<file path="src/rtl/fft_bitrev_reorder.sv">
// rtl/fft_bitrev_reorder.sv - bit-reversed to natural order FFT output reorder
// Ping-pong banks: the writer scatters by bitrev(count), the reader sweeps addresses linearly.
module fft_bitrev_reorder #(
  parameter int DATA_WIDTH = 16,
  parameter int N_POINTS   = 16
) (
  input  logic                          clk,
  input  logic                          rst,
  input  logic                          en,
  input  logic                          in_val,
  input  logic [DATA_WIDTH-1:0]         in_re,
  input  logic [DATA_WIDTH-1:0]         in_im,
  output logic                          out_val,
  output logic [DATA_WIDTH-1:0]         out_re,
  output logic [DATA_WIDTH-1:0]         out_im,
  output logic [$clog2(N_POINTS)-1:0]   out_idx,
  output logic                          out_sof,
  output logic                          out_eof
);

  localparam int AW = $clog2(N_POINTS);
  localparam logic [AW-1:0] LAST = AW'(N_POINTS - 1);

  generate
    if (N_POINTS < 4 || (N_POINTS & (N_POINTS - 1)) != 0) begin : g_bad_n
      $error("N_POINTS must be a power of two and at least 4");
    end
  endgenerate

  typedef enum logic {IDLE, READ} state_t;

  function automatic logic [AW-1:0] bitrev(input logic [AW-1:0] a);
    logic [AW-1:0] r;
    for (int b = 0; b < AW; b++) r[b] = a[AW-1-b];
    return r;
  endfunction

  logic [2*DATA_WIDTH-1:0] bank0 [N_POINTS];
  logic [2*DATA_WIDTH-1:0] bank1 [N_POINTS];

  logic [AW-1:0]           wcnt_q;
  logic                    wbank_q;
  logic [1:0]              full_q;
  state_t                  state_q;
  logic                    rbank_q;
  logic [AW-1:0]           raddr_q;
  logic                    out_val_q;
  logic [2*DATA_WIDTH-1:0] out_data_q;
  logic [AW-1:0]           out_idx_q;
  logic                    out_sof_q;
  logic                    out_eof_q;

  logic                    accept;
  logic                    wr_last;
  logic                    rd_last;
  logic [1:0]              full_set;
  logic [1:0]              full_clr;
  logic [1:0]              full_avail;
  logic [2*DATA_WIDTH-1:0] rd_word;

  assign accept   = en & in_val;
  assign wr_last  = accept && (wcnt_q == LAST);
  assign rd_last  = (state_q == READ) && (raddr_q == LAST);
  assign full_set = wr_last ? (2'b01 << wbank_q) : 2'b00;
  assign full_clr = rd_last ? (2'b01 << rbank_q) : 2'b00;
  // A frame completing this cycle is visible to the reader now, so there is no bubble.
  assign full_avail = full_q | full_set;
  assign rd_word    = rbank_q ? bank1[raddr_q] : bank0[raddr_q];

  always_ff @(posedge clk) begin
    if (accept) begin
      if (wbank_q) bank1[bitrev(wcnt_q)] <= {in_re, in_im};
      else         bank0[bitrev(wcnt_q)] <= {in_re, in_im};
    end
  end

  always_ff @(posedge clk or posedge rst) begin
    if (rst) begin
      wcnt_q  <= '0;
      wbank_q <= 1'b0;
      full_q  <= 2'b00;
    end else begin
      if (accept) wcnt_q <= wcnt_q + 1'b1;
      if (wr_last) wbank_q <= ~wbank_q;
      full_q <= (full_q | full_set) & ~full_clr;
    end
  end

  always_ff @(posedge clk or posedge rst) begin
    if (rst) begin
      state_q    <= IDLE;
      rbank_q    <= 1'b0;
      raddr_q    <= '0;
      out_val_q  <= 1'b0;
      out_data_q <= '0;
      out_idx_q  <= '0;
      out_sof_q  <= 1'b0;
      out_eof_q  <= 1'b0;
    end else begin
      out_val_q <= (state_q == READ);
      if (state_q == READ) begin
        out_data_q <= rd_word;
        out_idx_q  <= raddr_q;
        out_sof_q  <= (raddr_q == '0);
        out_eof_q  <= (raddr_q == LAST);
      end else begin
        out_sof_q  <= 1'b0;
        out_eof_q  <= 1'b0;
      end
      case (state_q)
        IDLE: begin
          raddr_q <= '0;
          if (full_avail[0]) begin
            state_q <= READ;
            rbank_q <= 1'b0;
          end else if (full_avail[1]) begin
            state_q <= READ;
            rbank_q <= 1'b1;
          end
        end
        READ: begin
          if (raddr_q == LAST) begin
            raddr_q <= '0;
            if (full_avail[~rbank_q]) rbank_q <= ~rbank_q;
            else                      state_q <= IDLE;
          end else begin
            raddr_q <= raddr_q + 1'b1;
          end
        end
        default: state_q <= IDLE;
      endcase
    end
  end

  assign out_val = out_val_q;
  assign out_re  = out_data_q[2*DATA_WIDTH-1:DATA_WIDTH];
  assign out_im  = out_data_q[DATA_WIDTH-1:0];
  assign out_idx = out_idx_q;
  assign out_sof = out_sof_q;
  assign out_eof = out_eof_q;

endmodule

</file>
<file path="config.mk">
export PLATFORM = sky130hd
export DESIGN_NAME = fft_bitrev_reorder
export DESIGN_NICKNAME = d
export VERILOG_FILES = /design/src/rtl/fft_bitrev_reorder.sv
export SDC_FILE = /design/constraint.sdc
export NUM_CORES = 1
export LEC_CHECK = 0
export ABC_AREA = 1
export CAP_MARGIN = 10
export CORE_UTILIZATION = 25
export CTS_CLUSTER_SIZE = 24
export DETAILED_ROUTE_END_ITERATION = 10
export GPL_TIMING_DRIVEN = 0
export SYNTH_ARGS = -nofsm -noshare
export SYNTH_HDL_FRONTEND = slang
export SYNTH_SLANG_ARGS = --single-unit
</file>
<file path="constraint.sdc">
create_clock -name clk -period 7.74 [get_ports clk]
set_input_delay 1.548 -clock clk [delete_from_list [all_inputs] [get_ports clk]]
set_output_delay 1.548 -clock clk [all_outputs]
set_load 0.05 [all_outputs]
</file>
==> summary.md <==
| Metric | Value |
|---|---|
| Status | `finished clean` |
| Clock root cell | `clkbuf_16` |
| Leak pwr | `22.9 nW` |
| Placed Instances | `7155` |
| Fin crit share | `50.5%` |
| Initial antenna violation count | `6` |
| Worst slew margin | `12.4%` |
| Worst vdd ir | `171 µV` |
| Gate Count Post-Synth | `4559` |
| Core Rows | `157` |
| Xor/xnor share of the synthesized area | `0.0567%` |
| Worst Hold Class | `flop to flop` |
| Total core area | `184000 µm²` |
| Multi-input logic area | `10300 µm²` |
| Ys Warns | `0` |
| Distinct cells, synth | `21` |
| DP HPWL | `96100 µm` |
| WL/cell | `18.6 µm` |
| Final core utilization | `30.0%` |
| Pre-CTS setup slack | `3.03 ns` |
| Via density | `4.29` |
| CTS Buffer Depth | `3` |
| Leading cell types in the layout, fill and taps excluded | `nand2_1, edfxtp_1, inv_1` |
| CTS buffer count | `111` |
| Final Hold Fails | `0` |
| IO Port Bufs | `74` |
| Endpoints failing setup | `0` |
| Critical path endpoint | `bank1[8][25]` |
| FF+latch area | `32100 µm²` |
| Fraction of layout cells with a size suffix above 1 | `7.77%` |
| Mux contribution to synthesized area | `0%` |
| First-pass GRT wire length | `198000 µm` |
| Pwr per Cell Area | `224 nW/µm²` |
| Pin count of the biggest net entering global routing | `40` |
| IO Count | `75` |
| Critical path endpoint category | `flop` |
| Clock Pin Slew Worst Setup and Hold Paths | `0.06 ns` |
| Crit path from | `en` |
| Pre-Repair DR Iteration Count | `6` |
| Max-capacitance violation count | `0` |
| Reg2reg end | `out_data_q[19]` |
| Clk_lat worst skew | `0.71 ns` |
| Synth Register Bits | `1076` |
| Total grt overflow | `0` |
| Worst Path Required | `8.18 ns` |
| Adder-cell area share of the yosys netlist | `0.162%` |
| CTS Hold Bufs | `0` |
| TNS Setup | `0 ns` |
| DRC Markers | `0` |
| Vias in the first global route | `29.8k` |
| Drt total wl | `137000 µm` |
| Fin Hold WS | `0.492 ns` |
| Most common cell after layout, fill and taps aside | `nand2_1` |
| Non-filler instance count after layout | `7371` |
| Antenna viol nets, final | `0` |
| Via count | `31.6k` |
| Clk sink count | `1076` |
| Setup WS post-layout | `3.83 ns` |
| Fmax | `256 MHz` |
| Chip Width | `433 µm` |
| RSZ-0062 raised after global routing | `no` |
| Critical Path Fanout Max | `18` |
| Number of DRC markers in iteration 0 | `3112` |
| Fin. max-slew vios | `0` |
| Area after DPL | `51400 µm²` |
| CP arrival | `4.35 ns` |
| Area growth syn-to-layout | `18.8%` |
| Final Skew | `0.0291 ns` |
| Tot GR Track Use | `14.3%` |
| R2R Path Start | `raddr_q[2]` |
| Net count, final | `4859` |
| Simple-Gate Fraction of Synth Area | `21.2%` |
| Post-synthesis cell area | `46300 µm²` |
| H-tree Lvls | `3` |
| Syn_nets | `4601` |
| Die extent in y | `433 µm` |
| Main combinational cell family by area after synthesis | `simple AND/OR/NAND/NOR gates` |
| CP startpoint kind | `input pin` |
| Number of post-CTS setup repair buffers | `0` |
| Power Total | `12.3 mW` |
| R2R setup slack | `4.77 ns` |
| Routability cong. | `0.887` |
| Filler cells | `18.6k` |
| Finished layout cell area | `55100 µm²` |
| Setup CP Type | `input pin to flop` |
| Synth Area in Compound Gates | `0.467%` |
| Slew @ Worst Pin | `1.31 ns` |
| FF-to-FF path depth | `8` |
| Initial core utilization | `25.2%` |
| Sequential element share of the synthesized area | `69.2%` |
| TritonCTS clock tree | `done` |
| Avg Inst Size Synth | `10.2 µm²` |
| Post-layout min period | `3.91 ns` |
| Count of cells resized by post-cts repair | `0` |
| Die area | `187000 µm²` |
critical path, stage by stage:
cell	delay, ns
clkdlybuf4s50_1	0.40
nand2_1	0.29
nor2_1	0.10
inv_1	0.32
buf_1	1.01
nor2_4	0.35
buf_12	0.29
worst min path at each step:
stage,start,end,slack (ns),cells past startpoint
after global placement,out_idx[1],out_idx[1],0.48,2
after CTS,out_idx[0],out_idx[0],0.50,2
final,out_idx[0],out_idx[0],0.49,2
after detailed placement,out_idx[0],out_idx[0],0.48,2
after floorplan,state_q,out_val,0.45,0
after global routing,out_idx[1],out_idx[1],0.52,2
final cells by class:
cell class | count | share of cell area [%]
well taps | 2464 | 5.60
inverters | 794 | 5.41
multi-input cells | 2470 | 18.8
repair buffers | 145 | 3.61
plain buffers | 219 | 2.12
flip-flops and latches | 1076 | 58.2
clock buffers | 147 | 5.38
clock inverters | 54 | 0.850
diodes | 2 | 0.00909
sequential cells by signal (all words and copies together) (netlist names):
name,cells
state_q,1
bank1,512
out_idx,4
raddr_q,4
bank0,512
wbank_q,1
out_data_q,32
out_val,1
out_sof,1
wcnt_q,4
out_eof,1
rbank_q,1
full_q,2
cell families after synthesis:
family / count (synthesis)
AND/OR/NAND/NOR: 2418
adder cells (fa/ha/maj): 6
XOR/XNOR: 3
flip-flops: 1076
buffers and inverters: 1013
AO/OA/AOI/OAI: 43
routing by layer:
metal / vias up / GRT usage [%] / share of wire [%]
met1: 15187 / 17.9 / 40
met4: 2 / 5.88 / 4.0
li1: 15018 / - / -
met5: - / 0 / 0.0066
met3: 244 / 1.50 / 6.6
met2: 1182 / 25.1 / 49
power by group:
| part | switching, mW | leakage, nW | internal (mW) | total, mW |
|---|---|---|---|---|
| sequential | 0.0468 | 9.83 | 6.56 | 6.61 |
| clock | 2.24 | 1.67 | 2.88 | 5.12 |
| combinational | 0.450 | 11.4 | 0.166 | 0.617 |
| total | 2.74 | 22.9 | 9.61 | 12.3 |
Yosys cell counts:
cell      count  share of area [%]
o21ai_1       8              0.086
buf_6        24               0.58
buf_1        25               0.20
nand3_1     585                6.3
o21ai_0      31               0.33
o22ai_1       1              0.014
buf_4        17               0.28
xor2_1        3              0.057
nor2_1      101               0.82
nor3_1        7              0.076
clkbuf_1     72               0.58
inv_2         2              0.016
clkinv_1      1             0.0081
a21oi_1       3              0.032
inv_1       791                6.4
dfrtp_1      52                2.8
nand4_1       1              0.014
edfxtp_1   1024                 66
buf_2        81               0.87
nand2_1    1724                 14
ha_1          6               0.16
Power figures use the tool's default switching activity.
